<file path="config.mk">
export PLATFORM = sky130hd
export DESIGN_NAME = fb_writer
export DESIGN_NICKNAME = d
export VERILOG_FILES = /design/src/rtl/fb_writer.sv
export SDC_FILE = /design/constraint.sdc
export NUM_CORES = 1
export LEC_CHECK = 0
export ABC_AREA = 1
export BUFFER_PORTS_ARGS = -buffer_cell sky130_fd_sc_hd__buf_2
export CORE_AREA = 2 2 99 101
export CTS_CLUSTER_SIZE = 12
export DETAILED_ROUTE_END_ITERATION = 10
export DIE_AREA = 0 0 101 103
export SYNTH_ARGS = -nofsm -noshare
export SYNTH_HDL_FRONTEND = slang
export SYNTH_SLANG_ARGS = --single-unit
</file>
<file path="constraint.sdc">
create_clock -name clk_sys -period 3.2 [get_ports clk_sys]
set_clock_uncertainty 0.1 [all_clocks]
set_input_delay 0.48 -clock clk_sys [delete_from_list [all_inputs] [get_ports clk_sys]]
set_output_delay 0.48 -clock clk_sys [all_outputs]
set_load 0.05 [all_outputs]
</file>
<file path="src/rtl/fb_writer.sv">
// Framebuffer writer: two-stage clipped pixel draw pipeline plus a full-buffer clear engine.
// Draw and clear writes share the single framebuffer write port and never overlap.
module fb_writer #(
    parameter int CORDW     = 16,
    parameter int FB_WIDTH  = 160,
    parameter int FB_HEIGHT = 120,
    parameter int FB_DATAW  = 4,
    parameter int FB_ADDRW  = $clog2(FB_WIDTH * FB_HEIGHT)
) (
    input  logic                       clk_sys,
    input  logic                       rst_sys,
    input  logic                       pix_valid,
    output logic                       pix_ready,
    input  logic signed [CORDW-1:0]    pix_x,
    input  logic signed [CORDW-1:0]    pix_y,
    input  logic        [FB_DATAW-1:0] pix_colr,
    input  logic                       clear_start,
    input  logic        [FB_DATAW-1:0] clear_colr,
    output logic                       busy,
    output logic                       done,
    output logic                       fb_we,
    output logic        [FB_ADDRW-1:0] fb_addr_write,
    output logic        [FB_DATAW-1:0] fb_colr_write
);

    localparam logic signed [CORDW-1:0] X_LIM  = CORDW'(FB_WIDTH);
    localparam logic signed [CORDW-1:0] Y_LIM  = CORDW'(FB_HEIGHT);
    localparam logic [FB_ADDRW-1:0]     W_ADDR = FB_ADDRW'(FB_WIDTH);
    localparam logic [FB_ADDRW-1:0]     LAST   = FB_ADDRW'(FB_WIDTH * FB_HEIGHT - 1);

    typedef enum logic [1:0] {StIdle, StDrain, StClear, StDone} state_e;

    state_e state_q, state_d;

    logic                accept;
    logic                in_range;
    logic                v1_q, v2_q;
    logic [FB_ADDRW-1:0] x1_q, y1_q;
    logic [FB_DATAW-1:0] colr1_q, colr2_q;
    logic [FB_ADDRW-1:0] addr2_q;
    logic [FB_ADDRW-1:0] clr_addr_q, clr_addr_d;
    logic [FB_DATAW-1:0] clr_colr_q, clr_colr_d;

    assign accept   = pix_valid && pix_ready;
    assign in_range = !pix_x[CORDW-1] && (pix_x < X_LIM) &&
                      !pix_y[CORDW-1] && (pix_y < Y_LIM);

    // Clipped pixels are accepted but never enter the valid chain.
    always_ff @(posedge clk_sys or posedge rst_sys) begin
        if (rst_sys) begin
            v1_q    <= 1'b0;
            x1_q    <= '0;
            y1_q    <= '0;
            colr1_q <= '0;
            v2_q    <= 1'b0;
            addr2_q <= '0;
            colr2_q <= '0;
        end else begin
            v1_q <= accept && in_range;
            if (accept) begin
                x1_q    <= FB_ADDRW'(pix_x);
                y1_q    <= FB_ADDRW'(pix_y);
                colr1_q <= pix_colr;
            end
            v2_q <= v1_q;
            if (v1_q) begin
                addr2_q <= y1_q * W_ADDR + x1_q;
                colr2_q <= colr1_q;
            end
        end
    end

    always_ff @(posedge clk_sys or posedge rst_sys) begin
        if (rst_sys) begin
            state_q    <= StIdle;
            clr_addr_q <= '0;
            clr_colr_q <= '0;
        end else begin
            state_q    <= state_d;
            clr_addr_q <= clr_addr_d;
            clr_colr_q <= clr_colr_d;
        end
    end

    always_comb begin
        state_d    = state_q;
        clr_addr_d = clr_addr_q;
        clr_colr_d = clr_colr_q;
        pix_ready  = 1'b0;
        busy       = 1'b1;
        done       = 1'b0;
        unique case (state_q)
            StIdle: begin
                busy      = 1'b0;
                pix_ready = !clear_start;
                if (clear_start) begin
                    state_d    = StDrain;
                    clr_colr_d = clear_colr;
                end
            end
            StDrain: begin
                // Nothing new enters, so stage 2 empties on the same edge we leave.
                clr_addr_d = '0;
                if (!v1_q) state_d = StClear;
            end
            StClear: begin
                if (clr_addr_q == LAST) begin
                    state_d    = StDone;
                    clr_addr_d = '0;
                end else begin
                    clr_addr_d = clr_addr_q + 1'b1;
                end
            end
            StDone: begin
                done    = 1'b1;
                state_d = StIdle;
            end
            default: state_d = StIdle;
        endcase
    end

    always_comb begin
        fb_we         = v2_q;
        fb_addr_write = addr2_q;
        fb_colr_write = colr2_q;
        if (state_q == StClear) begin
            fb_we         = 1'b1;
            fb_addr_write = clr_addr_q;
            fb_colr_write = clr_colr_q;
        end
    end

endmodule

</file>
**After elaboration in Yosys (flattened, before gate mapping)**

Index checks and enable logic that the tools add are counted.

- Flip-flop bits (word level): 76
- Bits of input ports: 44
- Output and inout bits: 23
- Logic and storage cells: 46

- Add/subtract/negate cells: 2
- Multiply operators: 1
- $lt $le $gt $ge: 2
- Eq/ne operators: 7
- Multiplexer cells: 12
- Reduce and logical (&&, ||, !) cells: 12

Operators with widths:

| kind | count |
|---|---|
| $mux 15 | 2 |
| $pmux 15 s2 | 1 |
| $lt 16x8->1 const B | 1 |
| $lt 16x9->1 const B | 1 |
| $add 15x1->15 const B | 1 |
| $add 15x15->15 | 1 |
| $eq 15x15->1 const B | 1 |
| $mul 15x3->10 const B | 1 |
| $pmux 2 s4 | 1 |
| $mux 2 | 3 |
| $ne 2x2->1 const B | 3 |
| $logic_and 1x1->1 | 5 |
| $eq 2x2->1 const B | 2 |
| $mux 1 | 4 |
| $mux 4 | 1 |
| $logic_not 1->1 | 3 |
| $reduce_and 3->1 | 1 |
| $eq 2x1->1 const B | 1 |
| $logic_not 2->1 | 1 |
| $reduce_and 2->1 | 1 |
| $reduce_bool 2->1 | 1 |

**Depth between registers and ports, before layout**

Gate-level depths: netlist (run 1).

- Depth in word-level cells: 5
- Gate-level depth with buffers: 16
- Mapped depth without buffers: 16

**Worst setup path before layout (run 1)**

No wires, ideal clock.

- Kind: flip-flop to output port
- Start: register state_q[0]
- End: output port fb_addr_write[11]
- Arrival time: 2,270 ps
- Data required time: 2,620 ps
- Path slack: 350 ps
- Cell stages (with the launch flop): 6
- Path buffers: 1
- Path through: dfrtp_1 > inv_1 > ha_1 > clkbuf_1 > inv_1 > o21ai_0

- Cells in the longest elaborated chain, start to end: 2

Ends and longest elaborated chain:

| item | line | text |
|---|---|---|
| start: declaration | 33 | `state_e state_q, state_d;` |
| start signal: assignment | 75 | `state_q <= StIdle;` |
| start signal: assignment | 79 | `state_q <= state_d;` |
| $eq 2x2->1 | 126 | `if (state_q == StClear) begin` |
| $mux 15 | 126 |  |
| end: declaration | 22 | `output logic [FB_ADDRW-1:0] fb_addr_write,` |

No other way between the ends.

**Worst setup path after layout (run 1)**

- Start: register y1_q[3]
- End: register addr2_q[14]

- Cells in the longest elaborated chain, start to end: 2

Ends and longest elaborated chain:

| item | line | text |
|---|---|---|
| start: declaration | 38 | `logic [FB_ADDRW-1:0] x1_q, y1_q;` |
| start signal: assignment | 62 | `y1_q <= FB_ADDRW'(pix_y);` |
| $mul 15x3->10 | 67 | `addr2_q <= y1_q * W_ADDR + x1_q;` |
| $add 15x15->15 | 67 |  |
| end signal: assignment | 67 |  |
| end: declaration | 40 | `logic [FB_ADDRW-1:0] addr2_q;` |

No other way between the ends.
A chain may end at the register's enable or synchronous reset.

==> results of run 1 <==
path summary, 6_finish.rpt:
| path | slack, ns | end | cells after the start | from |
|---|---|---|---|---|
| worst max-delay path | 0.30 | addr2_q[14] | 15 | y1_q[3] |
| worst min-delay path | 0.04 | x1_q[4] | 2 | rst_sys |
| worst max register to register | 0.30 | addr2_q[14] | 15 | y1_q[3] |
| worst min register to register | 0.37 | addr2_q[2] | 2 | x1_q[2] |
| max in group asynchronous | 2.24 | clr_addr_q[7] | 3 | rst_sys |
| min in group clk_sys | 0.25 | colr1_q[0] | 2 | pix_colr[0] |
where the power goes:
group	switching [mW]	internal, mW	leakage, nW
sequential	0.168	1.13	0.913
combinational	1.95	1.24	1.38
clock	0.398	0.299	0.0903
cell families (layout without fill, tap and decap cells):
group,Yosys count,count (layout),synth area share
and+or+nand+nor,209,209,0.2209
DFF,71,71,0.4320
buffers and inverters,69,146,0.06419
AOI/OAI and AO/OA,66,66,0.08579
adders and majority gates,30,30,0.09492
muxes,28,28,0.07667
xor gates and xnor gates,12,12,0.02556
final cells by class:
type,instances,area (sq um)
Tap cell,114,142.6
Multi-Input combinational cell,345,2072
Clock inverter,7,63.81
Timing Repair Buffer,72,375.4
Inverter,58,217.7
Sequential cell,71,1777
Clock buffer,9,123.9
Fill cell,950,4687
flip-flops by register name, summed over array words and instances, names as in the netlist:
register    cells
addr2_q        15
clr_addr_q     15
x1_q           15
y1_q           10
clr_colr_q      4
colr1_q         4
colr2_q         4
state_q         2
v1_q            1
v2_q            1
cell usage in the layout (no fill, tap or decap), types with 5 or more instances in the layout:
cell type	n
nand4_1	11
buf_2	66
nor2_1	38
nand2_1	115
buf_4	6
a21oi_1	15
ha_1	28
o21ai_0	42
nor3_1	5
inv_1	54
nand3_1	25
mux2_2	28
xor2_1	8
clkbuf_8	9
dfrtp_1	71
stage by stage:
step,hold WS [ns],setup slack [ns],std cells,utilization
3_3_place_gp,0.3567,0.3778,660,0.4847
4_1_cts,0.04713,0.2968,676,0.5045
3_5_place_dp,0.3615,0.3225,660,0.4847
6_report,0.04453,0.2994,676,0.5045
2_1_floorplan,0.3267,0.3497,485,-
5_1_grt,0.09006,0.04277,676,0.5045
per-layer routing:
metal	vias up	GRT usage	part of all wire
met2	61	0.2769	0.46
met5	-	0	0
met1	1546	0.2651	0.49
li1	1736	-	-
met4	0	0.04262	0.010
met3	10	0.04542	0.035
critical path, delay by kind of cell, from the launching register on:
kind	cells	cell delay, ns
AOI/OAI and AO/OA	3	0.43
xor gates and xnor gates	1	0.15
adders and majority gates	3	1.02
DFF	1	0.40
and+or+nand+nor	8	0.70
==> key figures, run 1 <==
Layout
  • # nets final: roughly 630
  • Syn-to-layout area delta: 16.03%
  • Cell area after layout: 4772 sq um
  • Diodes inserted: 0
  • Layout cells sized above 1: 0.2313

Min path
  • Worst hold path type: input pin to async pin

Global route
  • Pin count of the biggest net entering global routing: 36
  • Global-route wire length before repair: between 10,000 and 15,000 um
  • Aggregate global routing overflow: 0
  • Vias in the first global route: 3,157
  • Total track usage: 0.1828
  • Initial antenna violation count: 0

Placement
  • IO Port Bufs: 66
  • Post-DP HPWL: 7106 um
  • Dpl cell area: 4584 sq um
  • Gp weighted congestion: 0.8774

Timing
  • Tightest Pin Transition: 0.7765 ns
  • Final Critical Period: 2.901 ns
  • Final setup violation count: 0
  • Max_slew headroom: 0.4805
  • RSZ-0062 raised after global routing: false
  • Final period utilization: 0.9064
  • Peak Freq: 344.8 MHz
  • Slew Limit Fails: 0
  • Final Hold Vio Count: 0
  • TNS Setup: 0 ns

Clock network
  • Clk root buf: clkbuf_8
  • Clk_lat worst skew: 0.35 ns
  • Clock buffer depth: 2
  • Cts hold-fix bufs: 0
  • CTS sink cnt: ~70
  • H-tree Lvls: 3
  • Post-CTS resize count: 0
  • CTS tree: built
  • Postcts setup bufs: 0
  • Reg clk slew, reported paths: 0.08 ns
  • Total CTS buffers: 9

Yosys
  • Synth Register Bits: 71
  • Asr flop ratio synth: 1.000
  • Ys Warns: 0
  • Synth area leader: dfrtp_1
  • EDFF count, synth: 0
  • Top_reg_cell synth: dfrtp_1
  • Mapped Area: 4113 sq um
  • Distinct cell type count after synthesis: 32
  • Avg Cell Area, Syn: between 8 and 9 sq um
  • Post-synthesis instance total: 485
  • Share of the yosys chip area belonging to registers: 0.4320
  • List of most frequent post-synthesis cells: nand2_1 (115), dfrtp_1 (71), inv_1 (55)
  • Net count after synthesis: between 500 and 600
  • Synth top area share: 0.4320
  • Synth area leaders: dfrtp_1 (43%), nand2_1 (10%), ha_1 (8.5%)
  • Count leader, synth: nand2_1

Power
  • Worst vdd ir: 682.1 uV
  • Leak: around 2.4 nW
  • PD cells: between 1000 and 1500 nW/um^2
  • Pwr Total: 5.194 mW

Floorplanning
  • Row Count: 36
  • Die width: 101 um
  • Die footprint: 10,400 sq um
  • Core area: roughly 9500 sq um
  • IO Count: 67
  • Initial Utilization: 0.4348
  • Height of the die: 103 um

Setup path
  • CP required: 3.35 ns
  • CP endpoint kind: flop
  • Startpoint types: flop
  • Data arrival, critical path: 3.05 ns
  • Max incr delay on CP: 0.40 ns
  • Most frequent CP cell: nand2_1
  • Setup Crit Path Kind: flop to flop
  • Worst Path Max Fanout: 5
  • Slowest CP cell: dfrtp_1
  • CP Cell Sequence: ha_1 -> ha_1 -> nand3_1 -> nand3_1 -> a21oi_1 -> o21bai_1 -> xor2_1 -> ha_1 -> nand2_1 -> nor2_1 -> nand2_1 -> o211ai_1 -> nand2_1 -> nand3_1 -> nand2_1

Route
  • Via Count: 3,353
  • DR iter-0 viols: between 100 and 150
  • Via density per instance: 4.960
  • Final ANT Viol Nets: 0
  • Per-cell routed wire length: 13.46 um
  • Router iterations before antenna repair: 4
  • Drt drc: 0
  • Drt total wl: between 9000 and 10,000 um

Run
  • Max Cap Viol: 0

Status
  • Outcome: finished, final reports clean
No activity file was read; power rests on OpenSTA's default activity.
==> run 2: changes to the inputs <==
- CTS_BUF_LIST: unset -> sky130_fd_sc_hd__clkbuf_8
- clock period: 3.2 -> 3 ns (I/O delays scaled with it)
==> key figures, run 2 (synthesized netlist as in run 1, its figures left out) <==
Placement
  • IO Port Bufs: 66
  • Gp weighted congestion: 0.8950
  • Placed insts: 660
  • Post-DP HPWL: 6985 um

Layout
  • Syn-to-layout area delta: 16.82%
  • Layout cells sized above 1: 0.2380
  • # nets final: between 600 and 700
  • Commonest cells after routing, fill and taps aside: nand2_1 (115), dfrtp_1 (71), buf_2 (66)
  • Diodes inserted: 0
  • Cell Count, Final, Fillers Out: 677
  • Regs by FF count: addr2_q x15, clr_addr_q x15, x1_q x15
  • Most common library cell in the layout ignoring fill and taps: nand2_1

Run
  • Max Cap Viol: 0

Floorplanning
  • Core area: 9459 sq um
  • Row Count: 36
  • Height of the die: 103 um
  • IO Count: 67
  • Die footprint: roughly 10,000 sq um
  • Initial Utilization: 0.4348
  • Die width: 101 um

Timing
  • TNS Setup: 0 ns
  • Final period utilization: 0.9535
  • Peak Freq: between 300 and 400 MHz
  • RSZ-0062 raised after global routing: true
  • Max_slew headroom: 0.3968
  • Slew Limit Fails: 0
  • Final Hold Vio Count: 0
  • Tightest Pin Transition: 0.9047 ns
  • Final setup violation count: 0
  • Final Critical Period: 2.861 ns

Clock network
  • CTS sink cnt: 71
  • Clock buffer depth: 2
  • Total CTS buffers: 9
  • CTS tree: built
  • H-tree Lvls: 3
  • Clk root buf: clkbuf_8
  • Reg clk slew, reported paths: 0.09 ns
  • Clk_lat worst skew: ~0.35 ns

Power
  • PD cells: 1180 nW/um^2
  • Pwr Total: 5.667 mW
  • Worst vdd ir: 558.2 uV
  • Leak: about 2.4 nW

Global route
  • Aggregate global routing overflow: 0
  • Vias in the first global route: between 3,000 and 4,000
  • Pin count of the biggest net entering global routing: 72
  • Initial antenna violation count: 0
  • Total track usage: 0.1863
  • Global-route wire length before repair: 15,170 um

Setup path
  • Worst Path Max Fanout: 5
  • CP required: 3.15 ns
  • Data arrival, critical path: 3.01 ns
  • Most frequent CP cell: nand2_1
  • CP endpoint kind: flop
  • Max incr delay on CP: 0.42 ns
  • FF-to-FF Start: y1_q[1]
  • CP Cell Sequence: ha_1 -> ha_1 -> fa_1 -> nand2_1 -> nand3_1 -> nand2_1 -> xnor2_1 -> ha_1 -> nand2_1 -> inv_1 -> a21oi_1 -> nand2_1 -> nor2_1 -> nand3_1 -> nand3_1 -> nand2_1
  • Startpoint types: flop
  • Slowest CP cell: fa_1
  • Setup Crit Path Kind: flop to flop
  • CP startpoint: y1_q[1]

Status
  • Outcome: finished, final reports clean

Min path
  • Hold path start: pix_x[3]
  • Worst hold path type: input pin to flop

Route
  • Per-cell routed wire length: 13.31 um
  • Router iterations before antenna repair: 4
  • Final ANT Viol Nets: 0
  • Via Count: 3,386
  • Drt total wl: between 9000 and 10,000 um
  • Via density per instance: 5.001
  • Drt drc: 0
  • DR iter-0 viols: 76
[run 2: cell types whose count changed in the layout (fill, tap and decap cells not counted), sizes merged]
cell / previous run / this run
buf: 72 / 73
[run 2: path summary, 6_finish.rpt]
| kind | endpoint | slack (ns) | cells past startpoint |
|---|---|---|---|
| max | addr2_q[14] | 0.14 | 16 |
| max reg2reg | addr2_q[14] | 0.14 | 16 |
| max in group asynchronous | addr2_q[6] | 1.95 | 3 |
| min | x1_q[3] | 0.22 | 2 |
| min reg2reg | colr2_q[3] | 0.38 | 2 |
| min in group asynchronous | x1_q[3] | 0.26 | 3 |
[run 2: metrics by stage]
| stage | setup WS [ns] | cell area [sq um] | hold slack, ns | util |
|---|---|---|---|---|
| after detailed placement | 0.1083 | 4584 | 0.3632 | 0.4847 |
| after global routing | -0.04569 | 4805 | 0.2087 | 0.5079 |
| after global placement | 0.1714 | 4584 | 0.3584 | 0.4847 |
| final | 0.1395 | 4805 | 0.2191 | 0.5079 |
| after CTS | 0.05892 | 4770 | 0.2064 | 0.5042 |
| after floorplan | 0.1797 | 4113 | 0.3267 | - |
[run 2: cell type report]
type / instances / area [sq um]
clock inverters: 7 / 61.31
clock buffers: 9 / 123.9
multi-input cells: 345 / 2100
well taps: 114 / 142.6
repair buffers: 73 / 382.9
inverters: 58 / 217.7
fillers: 908 / 4654
flip-flops and latches: 71 / 1777
[run 2: critical path, delay by kind of cell (launching register included)]
kind,cells,cell delay (ns)
fa+ha+maj,4,1.23
simple gates,9,0.69
flops,1,0.40
compound gates,1,0.18
xor+xnor,1,0.12
buf+inv,1,0.04
[run 2: report_power, final]
group / switching, mW / internal, mW / total, mW
Clock: 0.413 / 0.316 / 0.728
Combinational: 2.12 / 1.43 / 3.55
Sequential: 0.182 / 1.21 / 1.39
[run 2: layer usage]
layer  vias up  global-route usage  routed length, um
met2        61              0.2954               4198
met5         -                   0                  0
met1      1572              0.2557               4307
li1       1737                   -                  -
met3        16             0.03051                290
met4         0             0.07692                216
[run 2: repair_timing]
item	4_1_cts	5_1_grt
setup endpoints to repair	0	2
hold buffers	0	0
setup buffers	0	1
resized for setup	0	3
